### config.mk
export PLATFORM = sky130hd
export DESIGN_NAME = dt_ctrl
export DESIGN_NICKNAME = d
export VERILOG_FILES = /design/src/rtl/dt_pkg.sv /design/src/rtl/dt_res_mux.sv /design/src/rtl/dt_ctrl.sv
export SDC_FILE = /design/constraint.sdc
export NUM_CORES = 1
export LEC_CHECK = 0
export CAP_MARGIN = 20
export CORE_MARGIN = 4
export CORE_UTILIZATION = 35
export CTS_CLUSTER_DIAMETER = 80
export DETAILED_ROUTE_END_ITERATION = 7
export PLACE_DENSITY_LB_ADDON = 0.1
export SKIP_LAST_GASP = 1
export SYNTH_ARGS = -nofsm -noshare
export SYNTH_HDL_FRONTEND = slang
export SYNTH_SLANG_ARGS = --single-unit
### constraint.sdc
create_clock -name clk -period 4.55 [get_ports clk]
set_clock_uncertainty 0.05 [all_clocks]
set_input_delay 0.91 -clock clk [delete_from_list [all_inputs] [get_ports clk]]
set_output_delay 0.91 -clock clk [all_outputs]
set_load 0.01 [all_outputs]
### src/rtl/dt_pkg.sv
// Shared types for the distance-transform controller: FSM states, RAM owner codes
// and result-RAM widths.
package dt_pkg;

    localparam int RES_AW = 14;
    localparam int RES_DW = 8;

    typedef enum logic [2:0] {
        ST_IDLE,
        ST_INIT,
        ST_INIT_DR,
        ST_FWD,
        ST_FWD_DR,
        ST_BWD,
        ST_BWD_DR,
        ST_FIN
    } state_t;

    typedef enum logic [1:0] {
        OWN_NONE,
        OWN_INIT,
        OWN_FWD,
        OWN_BWD
    } owner_t;

    // An engine keeps the RAM through its drain window.
    function automatic owner_t owner_of(input state_t s);
        owner_t o;
        case (s)
            ST_INIT, ST_INIT_DR: o = OWN_INIT;
            ST_FWD,  ST_FWD_DR:  o = OWN_FWD;
            ST_BWD,  ST_BWD_DR:  o = OWN_BWD;
            default:             o = OWN_NONE;
        endcase
        return o;
    endfunction

endpackage

### src/rtl/dt_res_mux.sv
// Result-RAM port mux: routes the owning engine's access to the shared RAM port,
// idle (all zero) when nobody owns it.
module dt_res_mux
    import dt_pkg::*;
(
    input  owner_t            owner,
    input  logic [RES_AW-1:0] addr_init,
    input  logic [RES_AW-1:0] addr_for,
    input  logic [RES_AW-1:0] addr_back,
    input  logic [RES_DW-1:0] do_init,
    input  logic [RES_DW-1:0] do_for,
    input  logic [RES_DW-1:0] do_back,
    input  logic              wr_init,
    input  logic              wr_for,
    input  logic              wr_back,
    input  logic              rd_init,
    input  logic              rd_for,
    input  logic              rd_back,
    output logic [RES_AW-1:0] res_addr,
    output logic [RES_DW-1:0] res_do,
    output logic              res_wr,
    output logic              res_rd
);

    always_comb begin
        res_addr = '0;
        res_do   = '0;
        res_wr   = 1'b0;
        res_rd   = 1'b0;
        case (owner)
            OWN_INIT: begin
                res_addr = addr_init;
                res_do   = do_init;
                res_wr   = wr_init;
                res_rd   = rd_init;
            end
            OWN_FWD: begin
                res_addr = addr_for;
                res_do   = do_for;
                res_wr   = wr_for;
                res_rd   = rd_for;
            end
            OWN_BWD: begin
                res_addr = addr_back;
                res_do   = do_back;
                res_wr   = wr_back;
                res_rd   = rd_back;
            end
            default: ;
        endcase
    end

endmodule

### src/rtl/dt_ctrl.sv
// Distance-transform sequencer: INIT -> FWD -> BWD with drain windows and RAM arbitration.
// Optional per-phase watchdog compiled in with DT_WATCHDOG_EN.
module dt_ctrl
    import dt_pkg::*;
#(
    parameter int unsigned DRAIN_CYC  = 1,
    parameter logic [19:0] WDOG_LIMIT = 20'hFFFFF
) (
    input  logic              clk,
    input  logic              reset,
    input  logic              sti_ready,
    output logic              init_en,
    output logic              for_en,
    output logic              back_en,
    input  logic              init_done,
    input  logic              for_done,
    input  logic              back_done,
    input  logic [RES_AW-1:0] res_addr_init,
    input  logic [RES_AW-1:0] res_addr_for,
    input  logic [RES_AW-1:0] res_addr_back,
    input  logic [RES_DW-1:0] res_do_init,
    input  logic [RES_DW-1:0] res_do_for,
    input  logic [RES_DW-1:0] res_do_back,
    input  logic              res_wr_init,
    input  logic              res_wr_for,
    input  logic              res_wr_back,
    input  logic              res_rd_init,
    input  logic              res_rd_for,
    input  logic              res_rd_back,
    output logic [RES_AW-1:0] res_addr,
    output logic [RES_DW-1:0] res_do,
    output logic              res_wr,
    output logic              res_rd,
    output logic              done,
    output logic              err
);

    localparam logic [2:0] DRAIN_LAST = 3'(DRAIN_CYC - 1);

    state_t     state;
    state_t     state_n;
    owner_t     owner;
    logic       sti_prev;
    logic [2:0] drain_cnt;
    logic       phase_active;
    logic       in_drain;
    logic       drain_last;
    logic       state_chg;
    logic       wdog_hit;

    assign phase_active = (state == ST_INIT) || (state == ST_FWD) ||
                          (state == ST_BWD);
    assign in_drain     = (state == ST_INIT_DR) || (state == ST_FWD_DR) ||
                          (state == ST_BWD_DR);
    assign drain_last   = (drain_cnt == DRAIN_LAST);
    assign state_chg    = (state_n != state);

    always_comb begin
        state_n = state;
        case (state)
            ST_IDLE:    if (sti_ready && !sti_prev) state_n = ST_INIT;
            ST_INIT:    if (init_done) state_n = ST_INIT_DR;
            ST_INIT_DR: if (drain_last) state_n = ST_FWD;
            ST_FWD:     if (for_done) state_n = ST_FWD_DR;
            ST_FWD_DR:  if (drain_last) state_n = ST_BWD;
            ST_BWD:     if (back_done) state_n = ST_BWD_DR;
            ST_BWD_DR:  if (drain_last) state_n = ST_FIN;
            ST_FIN:     state_n = ST_IDLE;
            default:    state_n = ST_IDLE;
        endcase
        // A stuck phase is abandoned without a done pulse.
        if (wdog_hit) state_n = ST_IDLE;
    end

    always_ff @(posedge clk or posedge reset) begin
        if (reset) begin
            state     <= ST_IDLE;
            owner     <= OWN_NONE;
            sti_prev  <= 1'b0;
            drain_cnt <= 3'd0;
        end else begin
            state    <= state_n;
            owner    <= owner_of(state_n);
            sti_prev <= sti_ready;
            if (state_chg)
                drain_cnt <= 3'd0;
            else if (in_drain)
                drain_cnt <= drain_cnt + 3'd1;
        end
    end

    always_ff @(posedge clk or posedge reset) begin
        if (reset) begin
            init_en <= 1'b0;
            for_en  <= 1'b0;
            back_en <= 1'b0;
            done    <= 1'b0;
        end else begin
            init_en <= (state == ST_INIT);
            for_en  <= (state == ST_FWD);
            back_en <= (state == ST_BWD);
            done    <= (state == ST_FIN);
        end
    end

`ifdef DT_WATCHDOG_EN
    logic [19:0] wdog_cnt;
    logic        err_q;

    assign wdog_hit = phase_active && (wdog_cnt == WDOG_LIMIT);
    assign err      = err_q;

    always_ff @(posedge clk or posedge reset) begin
        if (reset) begin
            wdog_cnt <= 20'd0;
            err_q    <= 1'b0;
        end else begin
            if (state_chg)
                wdog_cnt <= 20'd0;
            else if (phase_active)
                wdog_cnt <= wdog_cnt + 20'd1;
            if (wdog_hit)
                err_q <= 1'b1;
        end
    end
`else
    assign wdog_hit = 1'b0;
    assign err      = (WDOG_LIMIT == 20'd0) && 1'b0;
`endif

    dt_res_mux u_mux (
        .owner     (owner),
        .addr_init (res_addr_init),
        .addr_for  (res_addr_for),
        .addr_back (res_addr_back),
        .do_init   (res_do_init),
        .do_for    (res_do_for),
        .do_back   (res_do_back),
        .wr_init   (res_wr_init),
        .wr_for    (res_wr_for),
        .wr_back   (res_wr_back),
        .rd_init   (res_rd_init),
        .rd_for    (res_rd_for),
        .rd_back   (res_rd_back),
        .res_addr  (res_addr),
        .res_do    (res_do),
        .res_wr    (res_wr),
        .res_rd    (res_rd)
    );

endmodule

## After elaboration in Yosys (flattened, before gate mapping)

Index checks and enable logic that the tools add are counted.

| word-level totals | value |
|---|---|
| flip-flop bits (word level) | 13 |
| bits of input ports | 78 |
| output and inout port bits | 29 |
| logic and storage cells | 51 |

| operators by class | value |
|---|---|
| reduce and logical (&&, ||, !) cells | 10 |
| equality and inequality tests | 17 |
| muxes and demuxes | 15 |
| add/subtract/negate cells | 1 |

Operators by type and width:

| cell | count |
|---|---|
| 14-bit case mux with 3 select lines | 1 |
| 3-bit two-way mux | 9 |
| 3-bit case mux with 8 select lines | 1 |
| 8-bit case mux with 3 select lines | 1 |
| 3-bit equality test, second input constant | 7 |
| 3-bit by 2-bit equality test with 1-bit output, second input constant | 4 |
| 3-bit by 1-bit equality test with 1-bit output, second input constant | 2 |
| 3-bit zero test | 2 |
| 1-bit case mux with 3 select lines | 2 |
| 2-bit case mux with 3 select lines | 1 |
| 2-bit OR reduction | 3 |
| 2-bit equality test, second input constant | 2 |
| 3-bit by 1-bit adder with 3-bit output, second input constant | 1 |
| 3-bit != test | 1 |
| 2-bit by 1-bit equality test with 1-bit output, second input constant | 1 |
| 1-bit logical OR | 2 |
| 2-bit nonzero test | 1 |
| 1-bit logical AND | 1 |
| 1-bit zero test | 1 |

## Logic depth before layout (Yosys ltp)

| depth | value |
|---|---|
| word-level depth | 7 |
| mapped depth | 8 |
| mapped depth without buffers | 8 |

## Hierarchy

Synthesis repeated with hierarchy kept, for this count alone.

| second synthesis, totals | value |
|---|---|
| cells, all modules | 127 |
| area total of the unflattened synthesis | 1377.6 µm² |

Modules (own cells, without submodules):

| module | instances | sequential area each (µm²) | area each (µm²) | cells an instance |
|---|---|---|---|---|
| dt_ctrl | 1 | 325.3 | 710.7 | 69 |
| dt_res_mux | 1 | 0.0 | 666.9 | 58 |

## Worst setup path before layout

OpenSTA, ideal clock, no wires.

| timing | value |
|---|---|
| kind | input to register |
| from | input port sti_ready |
| to | register owner[1] |
| arrival | 2.348 ns |
| required time | 4.375 ns |
| slack | 2.027 ns |
| buffers on the path | 0 |
| setup time | 0.125 ns |
| stages | 6 |
| cell sequence | nor2b_1 -> or4_1 -> o31a_1 -> ha_1 -> or3_1 -> mux2_2 |

| between the ends | value |
|---|---|
| cells in the longest elaborated chain, start to end | 6 |
| elaborated cells on any way between the ends | 13 |
| classes of those cells | eq/ne: 6; mux: 3; reduce/logical: 4 |

Ends and longest elaborated chain:

| what | line | text |
|---|---|---|
| start: declaration | dt_ctrl.sv:11 | `input logic sti_ready,` |
| 1-bit logical AND (*) | dt_ctrl.sv:61 | `ST_IDLE: if (sti_ready && !sti_prev) state_n = ST_INIT;` |
| 3-bit two-way mux (*) | dt_ctrl.sv:61 |  |
| 3-bit case mux with 8 select lines (*) | dt_ctrl.sv:60 | `case (state)` |
| net state_n[0] | dt_ctrl.sv:41 | `state_t state_n;` |
| 3-bit equality test, or another cell as far along | dt_pkg.sv:29 | `case (s)` |
| 2-bit OR reduction | dt_pkg.sv:29 |  |
| 2-bit case mux with 3 select lines (*) | dt_pkg.sv:29 |  |
| end signal: assignment | dt_ctrl.sv:83 | `owner <= owner_of(state_n);` |
| end: declaration | dt_ctrl.sv:42 | `owner_t owner;` |

The timed path passes the listed nets; every way through them passes the cells marked *.
A chain may end at the register's enable or synchronous reset.

## Worst setup path in the final report

| timing | value |
|---|---|
| from | register owner[0] |
| to | output port res_addr[5] |

| between the ends | value |
|---|---|
| cells in the longest elaborated chain, start to end | 2 |
| elaborated cells on any way between the ends | 4 |
| classes of those cells | eq/ne: 3; mux: 1 |

Ends and longest elaborated chain:

| what | line | text |
|---|---|---|
| 2-bit equality test or 2-bit by 1-bit equality test with 1-bit output (tied branches) | dt_res_mux.sv:30 | `case (owner)` |
| 14-bit case mux with 3 select lines (*) | dt_res_mux.sv:30 |  |
| end: declaration | dt_ctrl.sv:30 | `output logic [RES_AW-1:0] res_addr,` |

Every way passes the cells marked *; elsewhere a longest branch is shown, timed or not.

==> impl_results.md <==
* IO Port Bufs at 105
* Pre-Repair DR Iteration Count at 4
* Die area at 4580 um2
* Total number of vias at 1411
* Nets at 311
* Final hold violation count at 0
* Capturing point of the worst reg2reg path: owner[1]$_DFF_PP0_
* Crit path time final at 3.23 ns
* R2R setup slack at between 2 and 2.5 ns
* Post-synth cell types at 33
* Most used cell, CP: buf_4
* TritonCTS clock tree: done
* Mapped Area at 1240 um2
* Final worst path period share at approximately 70%
* Final std cells w/o fill at between 200 and 300
* Routability Congestion at 0.773
* Layout cells sized above 1 at 14.6%
* Ant. Diodes at 0
* Crit path cell chain: buf_4 -> nor2b_1 -> buf_4 -> a22o_1 -> clkdlybuf4s50_1
* CP top delay family: buffers and inverters
* Initial antenna violation count at 0
* # IOs at 107
* CTS resizes at 0
* Vias in the first global route at 1360
* CP max FO at 24
* Critical Path RT at 3.59 ns
* Post-synth EDFFs at 0
* Via density at 5.19
* Setup Buffers After CTS at 0
* Buf/Inv on CP at 3
* First-pass GRT wire length at 6840 um
* Worst slew margin at a little under half
* Max-Cap Viols at 0
* FF-to-FF Start: state[0]$_DFF_PP0_
* Pwr Density at roughly 520 nW/um2
* Hold Crit Start: drain_cnt[2]$_DFFE_PP0P_
* Number of H-tree levels at 1
* HPWL Detailed at 3810 um
* Die height at 67.6 um
* GRT overflow at 0
* Initial Utilization at 36.7%
* Wirelength per Cell at 16.9 um
* Drt total wl at 4610 um
* Row cnt at 21
* Maximum VDD drop at 0.000322 V
* CP Capture Type: output pin
* Hold Path Stages at 2
* Post-Syn Instances at approximately 130
* Ys flop type: dfrtp_1
* Critical path's slowest cell: clkdlybuf4s50_1
* Core outline area at 3390 um2
* P_leak at 0.946 nW
* Worst hold path endpoint: drain_cnt[2]$_DFFE_PP0P_
* Syn Area/Cell at 9.73 um2
* Die Width at 67.6 um
* Clock root buffer: clkbuf_4
* Clock Sinks at 13
* Clk_lat worst skew at between 0.2 and 0.3 ns
* Synth warnings at 0
* Post-layout util at 68.6%
* Crit start category: register
* Setup TNS at 0 ns
* Area Growth Syn to Fin at 86.7%
* CP max stage delay at 0.54 ns
* Critical path arrival at ~2.3 ns
* #FFs+latches synth at 13
* Fin. max-slew vios at 0
* Worst Reg2Reg Path Length in Cells at 7
* Design area at ~2300 um2
* Hold crit path type: register to register
* Net count after synthesis at 212
* Async SR Flop Fraction at 100%
* DRC viols at 0
* RSZ-0062 raised after global routing: no
* CTS Buf Count at 3
* Initial DRC Count at 43
* Setup violators final at 0
* Outcome: finished, final reports clean
* Clk buf depth at 2
* # placed instances at between 200 and 300
* Highest clock rate at 310 MHz
* Placed cell areas at 2300 um2
* Clock transition at path regs at 0.08 ns
* Hold-fix buffers, CTS at 0
* WS Path Type: register to output pin
* Post-DRT Antenna Nets at 0
* Sequential cell area fraction in the yosys report at 26.1%
* Hold_ws at 0.550 ns
* Tot GR Track Use at 19.8%
* Largest net degree at the start of global routing at 26
* Worst-Margin Slew at 0.781 ns
[where the power goes]
| part | switching, W | internal (W) | total [W] |
|---|---|---|---|
| combinational | 0.000360 | 0.000543 | 0.000903 |
| clock | 0.0000394 | 0.0000342 | 0.0000736 |
| sequential | 0.0000834 | 0.000157 | 0.000241 |
| total | 0.000483 | 0.000734 | 0.00122 |
[per-stage QoR]
stage / setup WS (ns) / power (W)
floorplan: 2.03 / 0.000768
global placement: 1.34 / 0.00112
detailed placement: 1.32 / 0.00116
CTS: 1.28 / 0.00124
global route: 1.16 / 0.00131
finish: 1.32 / 0.00122
[synth_stat cells (all sizes together), types with 2 or more instances]
master	number	area, um2
nand2b	2	12.5
nor2	7	26.3
inv	5	18.8
o21ai	3	15.0
ha	6	75.1
o21ba	2	26.3
nand2	5	18.8
nor2b	4	25.0
mux2	26	293
clkbuf	3	11.3
dfrtp	13	325
or3	2	12.5
a21oi	2	10.0
a22o	25	219
buf	10	58.8
[per-layer routing]
metal / GRT usage, % / routed length, um / vias up
met4: 8.10 / 86 / 0
met5: 0 / 0 / -
met1: 21.4 / 1730 / 664
li1: - / - / 676
met3: 4.49 / 458 / 7
met2: 36.7 / 2330 / 64
[state kept, by name, indices dropped and copies added (netlist names)]
| name | count |
|---|---|
| back_en | 1 |
| drain_cnt | 3 |
| init_en | 1 |
| done | 1 |
| for_en | 1 |
| sti_prev | 1 |
| state | 3 |
| owner | 2 |
[worst max-delay path by stage]
stage | from | endpoint | slack, ns | cells after the start
3_3_place_gp | res_addr_back[10] | res_addr[10] | 1.34 | 4
6_report | owner[0]$_DFF_PP0_ | res_addr[5] | 1.32 | 5
5_1_grt | owner[0]$_DFF_PP0_ | res_addr[11] | 1.16 | 5
4_1_cts | owner[0]$_DFF_PP0_ | res_do[1] | 1.28 | 5
2_1_floorplan | sti_ready | owner[1]$_DFF_PP0_ | 2.03 | 6
3_5_place_dp | res_do_back[1] | res_do[1] | 1.32 | 4
[logic make-up (layout without fill, tap and decap cells)]
| logic type | count (synthesis) | after routing | share of synthesized area, % |
|---|---|---|---|
| compound gates | 38 | 38 | 25.7 |
| mux | 26 | 26 | 23.5 |
| fa+ha+maj | 6 | 6 | 6.03 |
| other cells | 1 | 1 | 0.301 |
| simple gates | 26 | 26 | 11.2 |
| buf+inv | 18 | 116 | 7.14 |
| flops | 13 | 13 | 26.1 |
[cell usage in the layout (no fill, tap or decap), drive strengths merged, types with 2 or more instances in the layout]
master         Yosys  layout
a21oi              2       2
a22o              25      25
buf               10       2
clkbuf             3       4
clkdlybuf4s50      0     105
dfrtp             13      13
ha                 6       6
inv                5       5
mux2              26      26
nand2              5       5
nand2b             2       2
nor2               7       7
nor2b              4       4
o21ai              3       3
o21ba              2       2
or3                2       2
[layout make-up]
type / count / area (um2)
clock buffer: 4 / 26.3
sequential: 13 / 325
inverter: 5 / 18.8
fill: 274 / 1060
timing repair buffer: 107 / 1070
multi-input combinational: 97 / 831
tap: 46 / 57.6
[worst reg2reg max path, cell delays in order (launching register included)]
cell and delay (ns):
dfrtp_1 0.49, nor2b_1 0.20, and2_1 0.19, nor2b_1 0.15, o31a_1 0.28, ha_1 0.18, or3_1 0.37, mux2_2 0.28
No activity file was read; power rests on OpenSTA's default activity.
